`config.mk`:
```
export PLATFORM = sky130hd
export DESIGN_NAME = coreaxitoahbl_rd_data_packer
export DESIGN_NICKNAME = d
export VERILOG_FILES = /design/src/rtl/coreaxitoahbl_pkg.sv /design/src/rtl/coreaxitoahbl_lane_insert.sv /design/src/rtl/coreaxitoahbl_rd_data_packer.sv
export SDC_FILE = /design/constraint.sdc
export NUM_CORES = 1
export LEC_CHECK = 0
export BUFFER_PORTS_ARGS = -buffer_cell sky130_fd_sc_hd__clkbuf_2
export CORE_MARGIN = 2
export CORE_UTILIZATION = 58
export DETAILED_ROUTE_END_ITERATION = 12
export PLACE_DENSITY = 0.82
export SLEW_MARGIN = 20
export SYNTH_ARGS = -nofsm -noshare
export SYNTH_HDL_FRONTEND = slang
export SYNTH_SLANG_ARGS = --single-unit
```
`constraint.sdc`:
```
create_clock -name ACLK -period 5.5 [get_ports ACLK]
set_input_delay 0.825 -clock ACLK [delete_from_list [all_inputs] [get_ports ACLK]]
set_output_delay 0.825 -clock ACLK [all_outputs]
set_load 0.02 [all_outputs]
```
`src/rtl/coreaxitoahbl_pkg.sv`:
```
// Shared types and constants for the AXI-to-AHB-Lite bridge read path.
// Latency: n/a (declarations only).
// Backpressure: n/a.
package coreaxitoahbl_pkg;

  typedef enum logic [1:0] {
    ST_IDLE    = 2'd0,
    ST_COLLECT = 2'd1,
    ST_SEND    = 2'd2
  } rd_state_e;

  localparam logic [1:0] RESP_OKAY   = 2'b00;
  localparam logic [1:0] RESP_SLVERR = 2'b10;

endpackage

```
`src/rtl/coreaxitoahbl_lane_insert.sv`:
```
// Merges a 32-bit LSB-aligned AHB chunk into the AXI assembly word at a lane pointer.
// Latency: purely combinational.
// Backpressure: none; bytes that would land above the top lane are dropped.
module coreaxitoahbl_lane_insert #(
  parameter int AXI_DWIDTH = 64
) (
  input  logic [AXI_DWIDTH-1:0] i_word,
  input  logic [31:0]           i_chunk,
  input  logic [3:0]            i_lane_ptr,
  input  logic [2:0]            i_bytes,
  output logic [AXI_DWIDTH-1:0] o_word
);

  localparam int BPB = AXI_DWIDTH / 8;

  // Byte i of the chunk lands on lane (lane_ptr + i) if that lane exists
  always_comb begin
    o_word = i_word;
    for (int i = 0; i < 4; i++) begin
      if ((i < int'(i_bytes)) && ((int'(i_lane_ptr) + i) < BPB)) begin
        o_word[8*(int'(i_lane_ptr) + i) +: 8] = i_chunk[8*i +: 8];
      end
    end
  end

endmodule

```
`src/rtl/coreaxitoahbl_rd_data_packer.sv`:
```
// Packs narrow AHB read chunks into AXI-width R beats with RLAST/RID/RRESP (COREAXITOAHBL_RD_ERR_EN enables SLVERR reporting).
// Latency: beat valid the cycle after its completing chunk; rdDone the cycle after the last handshake.
// Backpressure: ahbRdReady drops while a beat waits for RREADY; beat fields held stable until accepted.
module coreaxitoahbl_rd_data_packer
  import coreaxitoahbl_pkg::*;
#(
  parameter int AXI_DWIDTH = 64,
  parameter int ID_WIDTH   = 4
) (
  input  logic                  ACLK,
  input  logic                  ARESETN,
  input  logic                  rdStart,
  input  logic [2:0]            addrOffset,
  input  logic [3:0]            burstLen,
  input  logic [7:0]            validBytes,
  input  logic [ID_WIDTH-1:0]   rdId,
  input  logic                  ahbRdValid,
  input  logic [31:0]           ahbRdData,
  input  logic [2:0]            ahbRdBytes,
  input  logic                  ahbRdErr,
  output logic                  ahbRdReady,
  output logic                  RVALID,
  input  logic                  RREADY,
  output logic [AXI_DWIDTH-1:0] RDATA,
  output logic [ID_WIDTH-1:0]   RID,
  output logic [1:0]            RRESP,
  output logic                  RLAST,
  output logic                  rdBusy,
  output logic                  rdDone
);

  localparam int         BPB      = AXI_DWIDTH / 8;
  localparam logic [2:0] OFF_MASK = 3'(BPB - 1);
  localparam logic [3:0] BPB4     = 4'(BPB);

  rd_state_e             r_state, w_state_nxt;
  logic [3:0]            r_lane_ptr, r_beat_cnt, r_off;
  logic [7:0]            r_rem_bytes;
  logic [AXI_DWIDTH-1:0] r_asm, w_asm_merged;
  logic [ID_WIDTH-1:0]   r_id;
  logic                  r_done;
  logic                  w_start, w_accept, w_hs, w_last, w_beat_full;
  logic [3:0]            w_lane_nxt, w_off;
  logic [7:0]            w_rem_nxt, w_bytes8;
  logic [1:0]            w_resp;

  assign w_off       = {1'b0, addrOffset & OFF_MASK};
  assign w_start     = (r_state == ST_IDLE) && rdStart && (validBytes != 8'd0);
  assign w_accept    = (r_state == ST_COLLECT) && ahbRdValid;
  assign w_hs        = (r_state == ST_SEND) && RREADY;
  assign w_last      = (r_beat_cnt == 4'd0) || (r_rem_bytes == 8'd0);
  assign w_bytes8    = {5'b0, ahbRdBytes};
  assign w_lane_nxt  = r_lane_ptr + {1'b0, ahbRdBytes};
  assign w_rem_nxt   = (r_rem_bytes > w_bytes8) ? (r_rem_bytes - w_bytes8) : 8'd0;
  assign w_beat_full = (w_lane_nxt >= BPB4) || (w_rem_nxt == 8'd0);

  coreaxitoahbl_lane_insert #(
    .AXI_DWIDTH(AXI_DWIDTH)
  ) u_lane_insert (
    .i_word    (r_asm),
    .i_chunk   (ahbRdData),
    .i_lane_ptr(r_lane_ptr),
    .i_bytes   (ahbRdBytes),
    .o_word    (w_asm_merged)
  );

  // State register
  always_ff @(posedge ACLK or negedge ARESETN) begin
    if (!ARESETN) r_state <= ST_IDLE;
    else          r_state <= w_state_nxt;
  end

  // Next-state and R/AHB handshake outputs
  always_comb begin
    w_state_nxt = r_state;
    ahbRdReady  = 1'b0;
    RVALID      = 1'b0;
    RLAST       = 1'b0;
    rdBusy      = (r_state != ST_IDLE);
    rdDone      = r_done;
    RDATA       = r_asm;
    RID         = r_id;
    RRESP       = w_resp;
    case (r_state)
      ST_IDLE: begin
        if (w_start) w_state_nxt = ST_COLLECT;
      end
      ST_COLLECT: begin
        ahbRdReady = 1'b1;
        if (w_accept && w_beat_full) w_state_nxt = ST_SEND;
      end
      ST_SEND: begin
        RVALID = 1'b1;
        RLAST  = w_last;
        if (w_hs) w_state_nxt = w_last ? ST_IDLE : ST_COLLECT;
      end
      default: w_state_nxt = ST_IDLE;
    endcase
  end

  // Burst load, chunk merge and per-beat restart of the assembly word
  always_ff @(posedge ACLK or negedge ARESETN) begin
    if (!ARESETN) begin
      r_off       <= '0;
      r_lane_ptr  <= '0;
      r_rem_bytes <= '0;
      r_beat_cnt  <= '0;
      r_asm       <= '0;
      r_id        <= '0;
      r_done      <= 1'b0;
    end else begin
      r_done <= w_hs && w_last;
      if (w_start) begin
        r_off       <= w_off;
        r_lane_ptr  <= w_off;
        r_rem_bytes <= validBytes;
        r_beat_cnt  <= burstLen;
        r_asm       <= '0;
        r_id        <= rdId;
      end else if (w_accept) begin
        r_asm       <= w_asm_merged;
        r_lane_ptr  <= w_lane_nxt;
        r_rem_bytes <= w_rem_nxt;
      end else if (w_hs && !w_last) begin
        r_beat_cnt  <= r_beat_cnt - 4'd1;
        r_lane_ptr  <= r_off;
        r_asm       <= '0;
      end
    end
  end

`ifdef COREAXITOAHBL_RD_ERR_EN
  logic r_err;

  // Sticky error: cleared by a burst load, set by any accepted errored chunk
  always_ff @(posedge ACLK or negedge ARESETN) begin
    if (!ARESETN)                  r_err <= 1'b0;
    else if (w_start)              r_err <= 1'b0;
    else if (w_accept && ahbRdErr) r_err <= 1'b1;
  end

  assign w_resp = r_err ? RESP_SLVERR : RESP_OKAY;
`else
  logic w_unused_err;

  assign w_unused_err = ahbRdErr;
  assign w_resp       = RESP_OKAY;
`endif

endmodule

```
==> results of run 1 <==
[flip-flops by register name, indices dropped and copies added (netlist names)]
name,flops
r_off,3
r_rem_bytes,8
r_beat_cnt,4
r_lane_ptr,4
r_state,2
RDATA,64
rdDone,1
RID,4
[cells in the mapped netlist (all sizes together) (3+ instances only)]
library cell  count
mux2i            58
dfrtp            90
a22oi             6
clkbuf           54
xor2              4
o221ai           22
or2               4
nand2           110
and2             16
nor4              4
a221oi            4
nor3             10
and4              3
a22o             22
nand4            17
a21oi            69
nand4b            3
nor2b             8
and3              9
a21o              9
a2111oi           5
nand3            29
ha               21
o2bb2ai           4
inv              17
o31ai             8
o211ai           25
a211oi           19
nor2             58
buf              22
mux2             34
a31oi            28
nand2b           10
xnor2             7
nor3b             6
or3               6
o2111ai          10
o31a              3
a311oi            9
a221o             7
o21ai            36
[worst paths after layout]
check,from,cells after the start,end,slack (ps)
max reg2reg,r_lane_ptr[0],10,RDATA[9],810
min in group ACLK,r_off[2],2,r_off[2],490
max in group asynchronous,ARESETN,2,RDATA[54],3970
min reg2reg,r_off[2],2,r_off[2],490
min,ARESETN,1,r_beat_cnt[2],380
max,r_lane_ptr[0],10,RDATA[9],810
[report_power, final]
group | leakage, nW | total [mW] | internal [mW] | switching, mW
clock network | 0.156 | 0.675 | 0.403 | 0.272
registers | 1.19 | 1.20 | 0.909 | 0.287
logic | 2.68 | 3.47 | 1.22 | 2.25
total | 4.03 | 5.34 | 2.53 | 2.81
[metal layers]
layer / GRT usage, % / vias to the layer above
met5: 0 / -
met4: 13.39 / 0
met3: 10.38 / 100
met2: 53.52 / 626
met1: 53.40 / 3862
li1: - / 3619
[cell usage in the layout (no fill, tap or decap), types with 9 or more instances in the layout]
master and n:
nor2_1 58, nand2b_1 10, o21ai_0 29, clkbuf_2 130, a21o_1 9, o211ai_1 25, a31oi_1 28, and2_1 10
a21oi_1 69, mux2i_1 58, nand2_1 110, o221ai_1 22, and3_1 9, nand3_1 29, a211oi_1 17, mux2_2 34
ha_1 21, inv_1 16, buf_4 12, dfrtp_1 90, nor3_1 10, a22o_1 22, nand4_1 17, clkbuf_16 9
o2111ai_1 9
[metrics by stage]
stage	instances	instance area [um2]	hold slack [ps]
detailed placement	1151	8332	464.0
floorplan	912	7636	442.1
global route	1167	8657	416.2
finish	1168	8660	381.7
global placement	1151	8332	457.1
CTS	1167	8650	396.9
[cells by family after synthesis]
family / after synthesis / share of synthesized area, %
buf+inv: 93 / 4.984
xor+xnor: 11 / 1.262
compound gates: 301 / 28.59
mux: 92 / 12.62
simple gates: 300 / 19.02
fa+ha+maj: 23 / 3.967
other cells: 1 / 0.04913
flops: 90 / 29.51
[critical path: stages (launching register included)]
cell	delay, ps
dfrtp_1	660
inv_1	230
ha_1	320
xnor2_1	760
or3_1	220
ha_1	530
nand3b_1	430
a2111oi_4	980
o21ba_2	270
o221ai_1	70
a22o_1	150
[cell type report]
type	instances	area (um2)
Antenna cell	1	2.502
Clock buffer	15	287.8
Clock inverter	1	30.03
Fill cell	1119	4063
Inverter	17	63.81
Multi-Input combinational cell	729	5047
Sequential cell	90	2252
Tap cell	172	215.2
Timing Repair Buffer	143	760.7
==> results.py, run 1 <==
metrics = {
    "clock_tree": {
        "cts.clk_slew.worst_paths_ps": 70,
        "insertion_delay_ps": 360,
        "numCtsBuffers": 9,
        "post_cts.repair.setup_buffers": 0,
        "cts_tree": "built",
        "clock_path_buffers": 2,
        "h-tree-depth": 3,
        "holdBufCountCts": 0,
        "cts.sinks": 90,
        "clockRootBuffer": "clkbuf_16",
        "post_cts_resized": 0,
    },
    "setup_path": {
        "arrival_ps": 4980,
        "worstSetupPathType": "flip-flop to flip-flop",
        "required_ps": 5790,
        "cp-end-kind": "flip-flop",
        "critPathLaunchType": "flip-flop",
        "path_max_fanout": 16,
    },
    "route": {
        "wl_met1_um": 10840,
        "antenna_left": 0,
        "wire_per_inst_um": 22.92,
        "route.detailed.drc": 0,
        "via_count": 8207,
        "met2_length_um": 11180,
        "routed_wl_um": 26780,
        "firstDrtPassIters": 7,
        "vias_per_cell": 7.027,
        "drt_iter0_drc": 1255,
        "routed.top_layer": "met4",
        "wl_met3_um": 3753,
    },
    "layout": {
        "syn_to_final_growth_pct": 13.46,
        "final_layout_size_suffix_gt1_share_pct": 21.21,
        "nets": 1073,
        "final_util_pct": 68.07,
    },
    "pwr": {
        "pwr_density_cell_mw_per_mm2": 616.7,
        "power_mw": 5.340,
        "peakVddDrop_mv": 0.4026,
        "p_leak_nw": 4.027,
    },
    "floorplan": {
        "core.rowCount": 41,
        "start_util_pct": 59.99,
        "die_h_um": 118.7,
        "io_pins": 135,
        "die-area_mm2": 0.01409,
        "core_area_mm2": 0.01272,
        "die_x_um": 118.7,
    },
    "logic_synthesis": {
        "synth_top_area_share_pct": 29.51,
        "synth.avg_cell_area_um2": 8.378,
        "synthTopCellsByArea": "dfrtp_1, mux2i_1, nand2_1, mux2_2, a21oi_1",
        "postSynthCellCount": 911,
        "synth-edff-count": 0,
        "synth_area_leader_cell": "dfrtp_1",
        "async_flop_share_pct": 100.0,
        "synth-seq-cells": 90,
        "ys.flop_type": "dfrtp_1",
        "syn-cell-area_mm2": 0.007632,
        "synth_seq_area_share_pct": 29.51,
        "yosys_warnings": 0,
        "synth_cell_types": 71,
    },
    "worst_hold_path": {
        "hold_class": "primary input to asynchronous set/reset pin",
    },
    "sta": {
        "slew_headroom_pct": 21.78,
        "tns_ps": 0,
        "fin_crit_sh_pct": 85.33,
        "period_needed_ps": 4693,
        "rsz0062_at_grt": "no",
        "setup_viol_count_final": 0,
        "fmax_mhz": 213.1,
        "finalWorstSetupSlack_ps": 806.6,
        "final_max_slew_viol_count": 0,
        "hold_violations": 0,
        "finalClockSkew_ps": 9.578,
        "worstMarginPinSlew_ps": 1168,
    },
    "global_routing": {
        "grt_usage_pct": 37.27,
        "grt_pass1_wl_um": 41530,
        "antenna_found_initial": 2,
        "grt_pass1_vias": 7405,
        "grt_start_max_net_pins": 62,
        "gr-total-overflow": 0,
    },
    "status": {
        "status": "completed",
    },
    "placed_design": {
        "port_buffers": 131,
        "hpwl_um": 19170,
        "gp_congestion": 0.9951,
        "pre_cts_slack_ps": 1079,
    },
    "run": {
        "maxCapViolations": 0,
    },
}
(Power assumes the default switching activity.)
==> run 2, diff against run 1 <==
--- a/config.mk
+++ b/config.mk
@@ -12,2 +12,3 @@
 export PLACE_DENSITY = 0.82
+export RECOVER_POWER = 50
 export SLEW_MARGIN = 20
--- a/constraint.sdc
+++ b/constraint.sdc
@@ -3,2 +3,2 @@
 set_output_delay 0.825 -clock ACLK [all_outputs]
-set_load 0.02 [all_outputs]
+set_load 0.01 [all_outputs]
==> run 2 against run 1 <==
Against the previous run: the flow now finishes with violations (max-capacitance violations, max-slew violations); utilization is 0.69 points lower; clock-buffer cell count is the same; final area down 1.0%; critical endpoint is now RDATA[11]; clock skew is essentially flat; cell count about the same; register-to-register slack better by 30 ps; sequential share of layout area rose by 0.27 points; first-iteration DRC count shrank 1.2%; wire length increased by 0.15%; clock power about the same.
==> results.py, run 2 (synthesized netlist as in run 1, its figures left out) <==
metrics = {
    "status": {
        "status": "finished, violations left",
        "failed_checks": "max-capacitance violations, max-slew violations",
    },
    "floorplan": {
        "die_x_um": 118.7,
        "core_area_mm2": 0.01272,
        "die-area_mm2": 0.01409,
        "start_util_pct": 59.99,
        "die_h_um": 118.7,
        "io_pins": 135,
        "core.rowCount": 41,
    },
    "route": {
        "routed_wl_um": 26820,
        "antenna_left": 0,
        "drt_iter0_drc": 1240,
        "wire_per_inst_um": 22.94,
        "vias_per_cell": 7.098,
        "via_count": 8298,
        "firstDrtPassIters": 6,
        "route.detailed.drc": 0,
    },
    "clock_tree": {
        "post_cts.repair.setup_buffers": 0,
        "cts.clk_slew.worst_paths_ps": 70,
        "cts.sinks": 90,
        "clock_path_buffers": 2,
        "holdBufCountCts": 0,
        "cts_tree": "built",
        "h-tree-depth": 3,
        "post_cts_resized": 0,
        "insertion_delay_ps": 360,
        "clockRootBuffer": "clkbuf_16",
        "numCtsBuffers": 9,
    },
    "setup_path": {
        "cp-end-kind": "flip-flop",
        "critPathLaunchType": "flip-flop",
        "arrival_ps": 4950,
        "path_max_fanout": 16,
        "required_ps": 5790,
        "worstSetupPathType": "flip-flop to flip-flop",
    },
    "sta": {
        "finalWorstSetupSlack_ps": 840.2,
        "finalClockSkew_ps": 9.822,
        "fmax_mhz": 214.6,
        "worstMarginPinSlew_ps": 1590,
        "setup_viol_count_final": 0,
        "fin_crit_sh_pct": 84.72,
        "hold_violations": 0,
        "final_max_slew_viol_count": 93,
        "tns_ps": 0,
        "period_needed_ps": 4660,
        "slew_headroom_pct": -5.973,
        "rsz0062_at_grt": "no",
    },
    "layout": {
        "nets": 1073,
        "largest_reg_flops": 64,
        "syn_to_final_growth_pct": 12.31,
        "seqCellArea_mm2": 0.002252,
        "multi_input_comb_area_mm2": 0.005047,
        "nFillCells": 1148,
        "final_layout_size_suffix_gt1_share_pct": 14.37,
        "layout_commonest_cell": "nand2_1",
        "final_cell_mix": "nand2_1, dfrtp_1, clkbuf_1",
    },
    "global_routing": {
        "grt_usage_pct": 37.27,
        "gr-total-overflow": 0,
        "grt_pass1_wl_um": 41530,
        "grt_pass1_vias": 7405,
        "antenna_found_initial": 2,
        "grt_start_max_net_pins": 62,
    },
    "placed_design": {
        "gp_congestion": 0.9951,
        "hpwl_um": 19170,
        "pre_cts_slack_ps": 1079,
        "port_buffers": 131,
    },
    "run": {
        "maxCapViolations": 2,
    },
    "pwr": {
        "peakVddDrop_mv": 0.3627,
        "p_leak_nw": 3.797,
        "pwr_density_cell_mw_per_mm2": 601.3,
    },
    "worst_hold_path": {
        "hold_class": "flip-flop to flip-flop",
    },
}
run 2: cell count changes in the layout (fill, tap and decap cells not counted):
cell	change
clkbuf_2	-66
clkbuf_1	+68
diode_2	+1
buf_4	-2
run 2: worst max-delay path, cell delays in order (launching register included):
cell and delay [ps]:
dfrtp_1 640, inv_1 220, ha_1 320, xnor2_1 750, or3_1 220, ha_1 530
nand3b_1 420, a2111oi_4 970, o21ba_2 270, o221ai_1 80, a22o_1 150
run 2: metrics by stage:
step / util, % / hold WS (ps) / total power [mW] / cell area [um2] / cells
2_1_floorplan: - / 442.1 / 3.440 / 7636 / 912
3_3_place_gp: 65.49 / 457.1 / 4.325 / 8332 / 1151
3_5_place_dp: 65.49 / 464.0 / 4.375 / 8332 / 1151
4_1_cts: 67.99 / 396.9 / 5.062 / 8650 / 1167
5_1_grt: 67.34 / 515.9 / 5.425 / 8567 / 1167
6_report: 67.38 / 489.7 / 5.155 / 8572 / 1169
run 2: worst paths after layout:
| kind | from | end | slack (ps) | depth (start not counted) |
|---|---|---|---|---|
| worst max register to register | r_lane_ptr[0] | RDATA[11] | 840 | 10 |
| worst min-delay path | r_off[2] | r_off[2] | 490 | 2 |
| max in group asynchronous | ARESETN | RDATA[54] | 2360 | 2 |
| worst max-delay path | r_lane_ptr[0] | RDATA[11] | 840 | 10 |
| min in group asynchronous | ARESETN | r_beat_cnt[2] | 840 | 1 |
| worst min register to register | r_off[2] | r_off[2] | 490 | 2 |
run 2: metal layers:
metal  part of all wire, %  global-route usage (%)  wire length, um
met5                     0                       0                0
met4                   3.6                   13.39              952
met3                    15                   10.38             3975
met2                    42                   53.52            11160
met1                    40                   53.40            10730
run 2: report_power, final:
group,internal (mW),switching (mW),total (mW)
clock,0.403,0.270,0.673
sequential,0.909,0.283,1.19
combinational,1.18,2.11,3.29
total,2.49,2.66,5.15
run 2: area by class of cell:
class	count	share of cell area, %
Antenna cell	2	0.05839
Clock buffer	15	3.357
Clock inverter	1	0.3503
Inverter	17	0.7444
Multi-Input combinational cell	729	58.88
Sequential cell	90	26.27
Tap cell	172	2.511
Timing Repair Buffer	143	7.824
